### src/rtl/useq_pkg.sv
// rtl/useq_pkg.sv - shared constants for the microprogram sequencer
// Purpose : next-state mode codes, microword field positions and the control
//           register reset word used by micro_sequencer and its helpers.
// Ports   : none (package).
// Config  : UCODE_STACK_EN (consumed by micro_sequencer) enables the call stack.
package useq_pkg;

   localparam int N_W = 3;

   localparam logic [N_W-1:0] N_ENC   = 3'd0;
   localparam logic [N_W-1:0] N_INC   = 3'd1;
   localparam logic [N_W-1:0] N_JMP   = 3'd2;
   localparam logic [N_W-1:0] N_CJMP  = 3'd3;
   localparam logic [N_W-1:0] N_CALL  = 3'd4;
   localparam logic [N_W-1:0] N_RET   = 3'd5;
   localparam logic [N_W-1:0] N_WAIT  = 3'd6;
   localparam logic [N_W-1:0] N_RESET = 3'd7;

   // Microword layout, msb first: {N[2:0], Inv, Moore, CR}
   function automatic int n_lsb(input int cw_w);
      return cw_w - N_W;
   endfunction

   function automatic int inv_pos(input int cw_w);
      return cw_w - N_W - 1;
   endfunction

   function automatic int moore_msb(input int cw_w);
      return cw_w - N_W - 2;
   endfunction

   // Control register reset word: mode RESET, every other field zero
   localparam logic [N_W-1:0] CTRL_RESET_N = N_RESET;

endpackage

### src/rtl/micro_sequencer_if.sv
// rtl/micro_sequencer_if.sv - encoder, status, microstore and control-line bundle
// Purpose : groups the sequencer's non-clock signals.
// Ports   : EncAddr/EncValid (dispatch), Cond, MOC (status), uAddr/uWord
//           (microstore address/data), Moore (control lines), Err (fault flag).
//           master = environment side, slave = sequencer side.
interface micro_sequencer_if #(
   parameter int ADDR_W = 7,
   parameter int CW_W   = 32
);
   localparam int MOORE_W = CW_W - 4 - ADDR_W;

   logic [ADDR_W-1:0]  EncAddr;
   logic               EncValid;
   logic               Cond;
   logic               MOC;
   logic [ADDR_W-1:0]  uAddr;
   logic [CW_W-1:0]    uWord;
   logic [MOORE_W-1:0] Moore;
   logic               Err;

   modport master (
      output EncAddr, EncValid, Cond, MOC, uWord,
      input  uAddr, Moore, Err
   );

   modport slave (
      input  EncAddr, EncValid, Cond, MOC, uWord,
      output uAddr, Moore, Err
   );
endinterface

### src/rtl/useq_stack.sv
// rtl/useq_stack.sv - LIFO of microsubroutine return addresses
// Purpose : push/pop stack with stack pointer sp_q in 0..DEPTH.
// Ports   : clk, rst_n (async active-low), push, pop, push_data in;
//           top (entry at sp_q-1), full, empty out.
//           Push when full and pop when empty are ignored; the caller flags them.
module useq_stack #(
   parameter int ADDR_W = 7,
   parameter int DEPTH  = 4
) (
   input  logic              clk,
   input  logic              rst_n,
   input  logic              push,
   input  logic              pop,
   input  logic [ADDR_W-1:0] push_data,
   output logic [ADDR_W-1:0] top,
   output logic              full,
   output logic              empty
);
   localparam int SP_W  = $clog2(DEPTH + 1);
   localparam int IDX_W = (DEPTH > 1) ? $clog2(DEPTH) : 1;

   logic [SP_W-1:0]   sp_q, sp_d;
   logic [ADDR_W-1:0] mem_q [DEPTH];
   logic [IDX_W-1:0]  wr_idx, rd_idx;

   assign full   = (sp_q == SP_W'(DEPTH));
   assign empty  = (sp_q == '0);
   assign wr_idx = IDX_W'(sp_q);
   assign rd_idx = IDX_W'(sp_q - SP_W'(1));
   assign top    = mem_q[rd_idx];

   always_comb begin
      sp_d = sp_q;
      if (push && !full)
         sp_d = sp_q + SP_W'(1);
      else if (pop && !empty)
         sp_d = sp_q - SP_W'(1);
   end

   always_ff @(posedge clk or negedge rst_n) begin
      if (!rst_n)
         sp_q <= '0;
      else
         sp_q <= sp_d;
   end

   // Entries are never reset: clearing sp_q alone discards them
   always_ff @(posedge clk) begin
      if (push && !full)
         mem_q[wr_idx] <= push_data;
   end
endmodule

### src/rtl/micro_sequencer.sv
// rtl/micro_sequencer.sv - microprogram sequencer top
// Purpose : registers the microword (ctrl_q) and the incremented address
//           (inc_q), selects the next microstore address from the 3-bit mode
//           field, and keeps a sticky fault flag.
// Ports   : Clk, Reset_n (async active-low); bus (micro_sequencer_if.slave).
// Config  : UCODE_STACK_EN defined -> CALL/RET use useq_stack; undefined ->
//           CALL acts as JMP, RET acts as ENC, and only dispatch faults set Err.
module micro_sequencer
   import useq_pkg::*;
#(
   parameter int                ADDR_W      = 7,
   parameter int                CW_W        = 32,
   parameter int                STACK_DEPTH = 4,
   parameter logic [ADDR_W-1:0] RESET_ADDR  = '0
) (
   input  logic            Clk,
   input  logic            Reset_n,
   micro_sequencer_if.slave bus
);
   localparam int MOORE_W = CW_W - 4 - ADDR_W;
   localparam logic [CW_W-1:0] CTRL_RESET = {CTRL_RESET_N, {(CW_W - N_W){1'b0}}};

   logic [CW_W-1:0]   ctrl_q, ctrl_d;
   logic [ADDR_W-1:0] inc_q, inc_d;
   logic              err_q, err_d;
   logic [ADDR_W-1:0] uaddr;

   logic [N_W-1:0]    mode;
   logic              inv, t, m;
   logic [ADDR_W-1:0] cr;

   assign mode = ctrl_q[n_lsb(CW_W) +: N_W];
   assign inv  = ctrl_q[inv_pos(CW_W)];
   assign cr   = ctrl_q[ADDR_W-1:0];
   assign t    = bus.Cond ^ inv;
   assign m    = bus.MOC ^ inv;

`ifdef UCODE_STACK_EN
   logic              push, pop, full, empty;
   logic [ADDR_W-1:0] top;

   useq_stack #(
      .ADDR_W (ADDR_W),
      .DEPTH  (STACK_DEPTH)
   ) u_stack (
      .clk       (Clk),
      .rst_n     (Reset_n),
      .push      (push),
      .pop       (pop),
      .push_data (inc_q),
      .top       (top),
      .full      (full),
      .empty     (empty)
   );
`endif

   always_comb begin
      uaddr = RESET_ADDR;
      err_d = err_q;
`ifdef UCODE_STACK_EN
      push  = 1'b0;
      pop   = 1'b0;
`endif
      case (mode)
         N_ENC: begin
            if (bus.EncValid) uaddr = bus.EncAddr;
            else              err_d = 1'b1;
         end
         N_INC:  uaddr = inc_q;
         N_JMP:  uaddr = cr;
         N_CJMP: uaddr = t ? cr : inc_q;
`ifdef UCODE_STACK_EN
         // Overflow still takes the jump; only the return address is lost
         N_CALL: begin
            uaddr = cr;
            push  = 1'b1;
            if (full) err_d = 1'b1;
         end
         N_RET: begin
            if (!empty) begin
               uaddr = top;
               pop   = 1'b1;
            end else begin
               err_d = 1'b1;
            end
         end
`else
         N_CALL: uaddr = cr;
         N_RET: begin
            if (bus.EncValid) uaddr = bus.EncAddr;
            else              err_d = 1'b1;
         end
`endif
         // CR normally points at the WAIT word itself, so !m parks here
         N_WAIT: uaddr = m ? inc_q : cr;
         default: uaddr = RESET_ADDR;
      endcase
   end

   assign ctrl_d    = bus.uWord;
   assign inc_d     = uaddr + ADDR_W'(1);
   assign bus.uAddr = uaddr;
   assign bus.Moore = ctrl_q[moore_msb(CW_W) -: MOORE_W];
   assign bus.Err   = err_q;

   always_ff @(posedge Clk or negedge Reset_n) begin
      if (!Reset_n) begin
         ctrl_q <= CTRL_RESET;
         inc_q  <= '0;
         err_q  <= 1'b0;
      end else begin
         ctrl_q <= ctrl_d;
         inc_q  <= inc_d;
         err_q  <= err_d;
      end
   end
endmodule

### src/flat_wrapper.sv
// flat-port wrapper written by rule: the top's interface ports become plain ports
module micro_sequencer_flat import useq_pkg::*;
#(
   parameter int                ADDR_W      = 7,
   parameter int                CW_W        = 32,
   parameter int                STACK_DEPTH = 4,
   parameter logic [ADDR_W-1:0] RESET_ADDR  = '0
)
  (Clk, Reset_n, bus_EncAddr, bus_EncValid, bus_Cond, bus_MOC, bus_uWord, bus_uAddr, bus_Moore, bus_Err);
  micro_sequencer_if #(.ADDR_W(ADDR_W), .CW_W(CW_W)) bus_i ();
  input  logic Clk;
  input  logic Reset_n;
  input wire logic [$bits(bus_i.EncAddr)-1:0] bus_EncAddr;
  input wire logic [$bits(bus_i.EncValid)-1:0] bus_EncValid;
  input wire logic [$bits(bus_i.Cond)-1:0] bus_Cond;
  input wire logic [$bits(bus_i.MOC)-1:0] bus_MOC;
  input wire logic [$bits(bus_i.uWord)-1:0] bus_uWord;
  output wire logic [$bits(bus_i.uAddr)-1:0] bus_uAddr;
  output wire logic [$bits(bus_i.Moore)-1:0] bus_Moore;
  output wire logic [$bits(bus_i.Err)-1:0] bus_Err;
  assign bus_i.EncAddr = bus_EncAddr;
  assign bus_i.EncValid = bus_EncValid;
  assign bus_i.Cond = bus_Cond;
  assign bus_i.MOC = bus_MOC;
  assign bus_i.uWord = bus_uWord;
  assign bus_uAddr = bus_i.uAddr;
  assign bus_Moore = bus_i.Moore;
  assign bus_Err = bus_i.Err;
  micro_sequencer #(.ADDR_W(ADDR_W), .CW_W(CW_W), .STACK_DEPTH(STACK_DEPTH), .RESET_ADDR(RESET_ADDR)) u_core (.Clk(Clk), .Reset_n(Reset_n), .bus(bus_i));
endmodule
### config.mk
export PLATFORM = sky130hd
export DESIGN_NAME = micro_sequencer_flat
export DESIGN_NICKNAME = d
export VERILOG_FILES = /design/src/rtl/useq_pkg.sv /design/src/rtl/micro_sequencer_if.sv /design/src/rtl/useq_stack.sv /design/src/rtl/micro_sequencer.sv /design/src/flat_wrapper.sv
export SDC_FILE = /design/constraint.sdc
export NUM_CORES = 1
export LEC_CHECK = 0
export CAP_MARGIN = 20
export CORE_AREA = 2 2 71 73
export DETAILED_ROUTE_END_ITERATION = 12
export DIE_AREA = 0 0 73 75
export GPL_ROUTABILITY_DRIVEN = 0
export PLACE_DENSITY_LB_ADDON = 0.12
export SYNTH_ARGS = -nofsm -noshare
export SYNTH_HDL_FRONTEND = slang
export SYNTH_SLANG_ARGS = --single-unit
### constraint.sdc
create_clock -name Clk -period 2.1 [get_ports Clk]
set_input_delay 0.42 -clock Clk [delete_from_list [all_inputs] [get_ports Clk]]
set_output_delay 0.42 -clock Clk [all_outputs]
set_load 0.05 [all_outputs]
==> results.md, run 1 <==
* All-Layer GR Usage at 0.156
* Via count at 1323
* Hold Buf Count CTS at 0
* Pleak at 0.00124 uW
* Clock Sinks at 40
* Final worst clock skew at ~0.0034 ns
* Post-DRT Antenna Nets at 0
* DRT iter0 DRCs at 48
* Power Density at ~700 nW/um^2
* Grt ovf at 0
* Global-route wire length before repair at about 6300 microns
* Unrepaired setup endpoints after global routing: true
* Via density per instance at 4.81
* Critical path class: flip-flop to output port
* Share of cells above drive strength 1 at 0.344
* Initial antenna violation count at 0
* DRC at 0
* Synth async-reset ratio at 1.00
* Startpoint Class: flip-flop
* Area grow syn2layout at 66.1%
* Max Buffers Root-to-Sink at 2
* Worst R2R Path Depth at 10
* Max-cap violations at 0
* Ranking of synthesized cells by area: dfrtp_1 (53%), buf_4 (9.1%), dfstp_2 (4.5%)
* Die height at approximately 75 microns
* H-tree depth at 2
* Status: complete, but fails checks
* Crit path capture type: output port
* CTS tree: done
* Synth area leader: dfrtp_1
* Share of the synthesized area in the top cell type at 0.534
* Initial core utilization at 0.372
* Clock-pin slew on the worst setup and hold paths at 0.07 ns
* Die W at 73 microns
* Worst EP required at 1.68 ns
* Die area at about 5500 sq um
* Post-Syn Area at between 1500 and 2000 sq um
* Failing checks: negative setup slack
* Sequential area share after synthesis at 0.580
* Post-DR wirelength/cell at between 10 and 15 microns
* Final Cell Area at 2880 sq um
* ANT cells at 0
* DP Area at around 2500 sq um
* YS warnings at 0
* Netlist cell types at 38
* VDD IR max at about 420 uV
* Overall routed net length at between 4000 and 5000 microns
* Final setup margin at -0.269 ns
* RR Startpoint: u_core.ctrl_q[29]
* Num rows at 25
* Port-buffer cells at between 70 and 80
* Number of flops mapped to enable cells by yosys at 0
* Syn nets at around 180
* Clock latency on the worst-skew pair at slightly below 0.3 ns
* Slew margin rel. at 0.659
* Root buffer cell: clkbuf_8
* Max Freq at ~420 MHz
* Vias in the first global route at between 1000 and 1500
* Final Setup Violations at 9
* #FFs+latches synth at 40
* Core area at around 4700 sq um
* Total CTS buffers at 5
* Worst slew pin tran at approximately 0.51 ns
* Cell count after synthesis at between 100 and 150
* Final hold vios at 0
* Critical Path Source: u_core.ctrl_q[29]
* Min Tclk post-route at between 2 and 2.5 ns
* Crit-path max FO at 8
* Final worst path period share at 1.13
* Detailed Place HPWL at 2860 microns
* Largest net degree at the start of global routing at a little over 40
* Slew Limit Fails at 0
* WHS at a little under 0.08 ns
* Avg Inst Size Synth at 12.6 sq um
* CP Data Arrival Time at roughly 2.0 ns
* Nets at 265
* TritonRoute pass-1 iters at 4
* I/O pin count at 73
* Main flop type after synthesis: dfrtp_1
* Final Util at 0.617
* Hold Path Class: input pin to asynchronous set/reset pin
## path summary, 6_finish.rpt
path,slack (ns),to
worst min register to register,0.51,u_core.bus.Err
worst max-delay path,-0.27,bus_uAddr[0]
worst max register to register,-0.06,u_core.inc_q[6]
max in group asynchronous,1.77,u_core.ctrl_q[30]
min in group Clk,0.45,u_core.bus.Err
worst min-delay path,0.08,u_core.ctrl_q[28]
## cell families after synthesis
family                   count (synthesis)  share of synthesized area
AND/OR/NAND/NOR                         30                      0.116
multiplexers                             3                     0.0173
AO/OA/AOI/OAI                           21                      0.110
buffers and inverters                   33                      0.120
flip-flops                              40                      0.580
adder cells (fa/ha/maj)                  1                    0.00722
XOR/XNOR                                 9                     0.0498
## state kept, by name, summed over array words and instances (netlist names)
register	flops
u_core.bus.Err	1
u_core.inc_q	7
u_core.ctrl_q	32
## where the power goes
part / total, uW / internal [uW] / switching, uW
logic: 634 / 309 / 325
clock network: 502 / 236 / 266
registers: 866 / 830 / 36.6
## through the flow
stage / total power (uW) / cells / TNS [ns] / setup WS (ns)
floorplan: 1190 / 137 / -0.0916 / -0.0580
global placement: 1410 / 252 / -4.16 / -0.428
detailed placement: 1420 / 252 / -4.74 / -0.470
CTS: 1990 / 268 / -1.61 / -0.270
global route: 2100 / 275 / -2.61 / -0.375
finish: 2000 / 275 / -1.66 / -0.269
## cells in the mapped netlist, types with 2 or more instances
library cell,count
a2111o_1,2
a21oi_1,5
a221oi_2,2
and2_1,2
buf_2,4
buf_4,21
dfrtp_1,37
dfstp_2,3
inv_1,7
mux2i_1,3
nand2_1,5
nand2b_1,3
nand3b_1,5
nand4b_1,4
nand4bb_1,2
nor2_1,2
nor3_1,2
o221ai_1,2
xnor2_1,3
xor2_1,5
## cells in the final DEF, fill, tap and decap left out, drive strengths merged, types with 2 or more instances in the layout
cell type / instances
a21oi: 5
nor3: 2
a2111o: 2
dfrtp: 37
xnor2: 4
dlygate4sd2: 2
o221ai: 2
buf: 38
mux2i: 3
xor2: 5
a221oi: 3
nand2b: 3
nand2: 5
inv: 7
clkbuf: 6
nand4b: 4
dfstp: 3
nand3b: 5
nand4bb: 2
nor2: 2
and2: 2
clkdlybuf4s50: 61
o31ai: 2
## critical path: stages (launching register included)
cell and delay [ns]:
dfstp_2 0.56, buf_6 0.13, buf_4 0.10, nand2b_4 0.13, o221ai_2 0.09, a2111o_2 0.46, buf_12 0.17
## metal layers
metal | wire [microns] | GRT usage
met2 | 2120 | 0.265
met1 | 1490 | 0.170
met5 | 0 | 0
met3 | 345 | 0.0683
met4 | 84 | 0.0700
## what timing repair did
item | CTS | global route
setup buffers | 9 | 7
hold endpoints to repair | 0 | 0
pin swaps | 10 | 6
gates resized for setup | 26 | 9
setup endpoints to repair | 10 | 11
## final cells by class
type	instances	area (sq um)
Clock buffer	6	72.6
Clock inverter	2	16.3
Fill cell	349	1780
Sequential cell	40	1010
Tap cell	54	67.6
Inverter	7	26.3
Multi-Input combinational cell	64	671
Timing Repair Buffer	102	1020
No activity file was read; power rests on OpenSTA's default activity.
==> run 2, diff against run 1 <==
--- a/config.mk
+++ b/config.mk
@@ -6,11 +6,13 @@
 export NUM_CORES = 1
 export LEC_CHECK = 0
 export CAP_MARGIN = 20
-export CORE_AREA = 2 2 71 73
+export CORE_AREA = 2 2 69 71
 export DETAILED_ROUTE_END_ITERATION = 12
-export DIE_AREA = 0 0 73 75
+export DIE_AREA = 0 0 71 73
+export DONT_BUFFER_PORTS = 1
 export GPL_ROUTABILITY_DRIVEN = 0
 export PLACE_DENSITY_LB_ADDON = 0.12
+export SKIP_LAST_GASP = 1
 export SYNTH_ARGS = -nofsm -noshare
 export SYNTH_HDL_FRONTEND = slang
 export SYNTH_SLANG_ARGS = --single-unit
==> run 2 against run 1 <==
Net effect: the flow still finishes with violations (negative setup slack); clock power increased by 43%; first-iteration DRC count increased by 33%; global-route usage decreased by 1.5 points; final area decreased by 20%; final cell count decreased by 24%; maximum frequency about the same; clock skew increased by 0.0025 ns; combinational power decreased by 28%; sequential share of layout area increased by 8.6 points; worst setup slack got worse by 0.0020 ns; largest power group unchanged.
==> results.md, run 2 (same netlist as run 1, synthesis figures left out) <==
* Status: complete, but fails checks
* Failing checks: negative setup slack
* Via count at 1104 (-17%)
* Max FFs per register at 32 (unchanged)
* H-tree depth at 2 (unchanged)
* Pleak at 0.00100 uW (-19%)
* Port-buffer cells at 0 (-100%)
* RR Startpoint: u_core.ctrl_q[31]
* Fillers at 377 (+8.0%)
* Combinational Power Share at 0.215 (-0.102)
* Switching portion of total power at 0.280 (-0.0332)
* Final Setup Violations at 10 (+1)
* Initial core utilization at 0.382 (+0.0103)
* ANT cells at 0 (unchanged)
* Final setup margin at -0.271 ns (-0.00197 ns)
* Hold Path Class: input pin to flip-flop
* Max-cap violations at 0 (unchanged)
* Worst EP required at 1.68 ns (about the same)
* Commonest non-fill, non-tap cell in the layout: dfrtp_1
* Area grow syn2layout at 33.3%
* Slew Limit Fails at 0 (unchanged)
* Final worst clock skew at 0.00590 ns (+0.00250 ns)
* Critical Path Source: u_core.ctrl_q[28]
* Largest reg by FF count: u_core.ctrl_q
* Die height at 73 microns (-2.7%)
* Min Tclk post-route at 2.37 ns (+0.00197 ns)
* Nets at 199 (-25%)
* Cell Int Power at 1520 uW (+11%)
* Root buffer cell: clkbuf_8
* Final Cell Area at 2310 sq um (-20%)
* Psw at 593 uW (-5.6%)
* DP Area at 1900 sq um (-25%)
* VDD IR max at 444 uV (+4.9%)
* Max Freq at 422 MHz (about the same)
* Vias in the first global route at 1097 (-20%)
* All-Layer GR Usage at 0.141 (-0.0150)
* Startpoint Class: flip-flop
* Clock latency on the worst-skew pair at 0.28 ns (about the same)
* DRT iter0 DRCs at 64 (+33%)
* CTS tree: done
* Clock-pin slew on the worst setup and hold paths at 0.07 ns (about the same)
* Final worst path period share at 1.13 (about the same)
* Total CTS buffers at 5 (unchanged)
* Final hold vios at 0 (unchanged)
* Flop2flop setup slack at -0.10 ns (-0.04 ns)
* Hold path start: bus_uWord[30]
* Crit path capture type: output port
* Slew margin rel. at 0.688 (+0.0296)
* Crit-path max FO at 5 (-3)
* CP Data Arrival Time at 1.95 ns (about the same)
* Largest net degree at the start of global routing at 41 (unchanged)
* WHS at 0.124 ns (+0.0455 ns)
* I/O pin count at 73 (unchanged)
* Sequential share of power at 0.447 (+0.014)
* Critical path class: flip-flop to output port
* Die W at 71 microns (-2.7%)
* Final Non-Filler Cells at 208 (-24%)
* Unrepaired setup endpoints after global routing: true
* Power Density at 916 nW/um^2 (+32%)
* Clock Sinks at 40 (unchanged)
* Initial antenna violation count at 0 (unchanged)
* Clock share of power at 0.338 (+0.087)
* Share of cells above drive strength 1 at 0.461 (+0.117)
* Num rows at 25 (unchanged)
* Core area at 4540 sq um (-2.7%)
* Max Buffers Root-to-Sink at 2 (unchanged)
* Global-route wire length before repair at 5490 microns (-13%)
* TritonRoute pass-1 iters at 4 (unchanged)
* Worst R2R Path Depth at 10 (unchanged)
* Post-DRT Antenna Nets at 0 (unchanged)
* Via density per instance at 5.31 (+10%)
* DP Cell Count at 189 (-25%)
* Commonest cells after routing, fill and taps aside: dfrtp_1 (36), buf_4 (20), buf_12 (7)
* DRC at 0 (unchanged)
* Overall routed net length at 3600 microns (-11%)
* Detailed Place HPWL at 2410 microns (-16%)
* Worst slew pin tran at 0.468 ns (-0.0427 ns)
* Register area at 1010 sq um (unchanged)
* Grt ovf at 0 (unchanged)
* Worst r2r dst: u_core.inc_q[6]
* Area of the multi-input gates at 662 sq um (-1.3%)
* Hold Path End: u_core.ctrl_q[30]
* Hold path depth at 0
* Die area at 5180 sq um (-5.3%)
* Final Util at 0.509 (-0.108)
* Post-DR wirelength/cell at 17.3 microns (+18%)
run 2: cell types whose count changed in the layout (fill, tap and decap cells not counted), sizes merged, moves of 2 or more:
cell / previous run / this run
buf: 38 / 34
clkdlybuf4s50: 61 / 0
bufinv: 0 / 2
dlygate4sd2: 2 / 0
run 2: area by class of cell:
| cell class | count | share of cell area |
|---|---|---|
| Inverter | 7 | 0.0114 |
| Timing Repair Buffer | 36 | 0.181 |
| Multi-Input combinational cell | 64 | 0.287 |
| Sequential cell | 40 | 0.436 |
| Clock inverter | 2 | 0.0260 |
| Clock buffer | 5 | 0.0298 |
| Tap cell | 54 | 0.0293 |
run 2: metal layers:
layer | part of all wire | track usage | vias to the layer above
met3 | 0.066 | 0.0373 | 5
met5 | 0 | 0 | -
met2 | 0.52 | 0.226 | 52
li1 | - | - | 488
met1 | 0.40 | 0.181 | 559
met4 | 0.014 | 0.0629 | 0
run 2: power groups by stage:
stage                     logic [uW]  registers, uW  clock network, uW
after global routing             482            952                771
after detailed placement         337            954                  0
final                            454            945                716
after floorplan                  319            866                  0
after global placement           337            955                  0
after CTS                        413            943                740
run 2: worst max-delay path, stage by stage (launching register included):
cell and delay, ns:
dfrtp_2 0.47, xnor2_4 0.32, buf_6 0.16, mux2i_1 0.07
a2111o_2 0.47, buf_6 0.17
run 2: timing repair:
action,4_1_cts,5_1_grt
endpoints found under the hold margin,40,0
gates cloned,1,0
pin swaps,10,14
setup endpoints to repair,9,11
hold buffers,2,0
resized for setup,12,16
setup buffers,7,4
run 2: stage by stage:
step	power [uW]	setup WS (ns)	setup TNS [ns]
finish	2120	-0.271	-1.89
global route	2210	-0.381	-2.92
global placement	1290	-0.0130	-0.0179
detailed placement	1290	-0.0273	-0.0539
CTS	2100	-0.260	-1.69
floorplan	1190	-0.0580	-0.0916
run 2: worst max path at each step:
stage / to / slack, ns
2_1_floorplan: u_core.inc_q[6] / -0.06
3_3_place_gp: bus_uAddr[0] / -0.01
3_5_place_dp: bus_uAddr[2] / -0.03
4_1_cts: bus_uAddr[5] / -0.26
5_1_grt: bus_uAddr[5] / -0.38
6_report: bus_uAddr[2] / -0.27
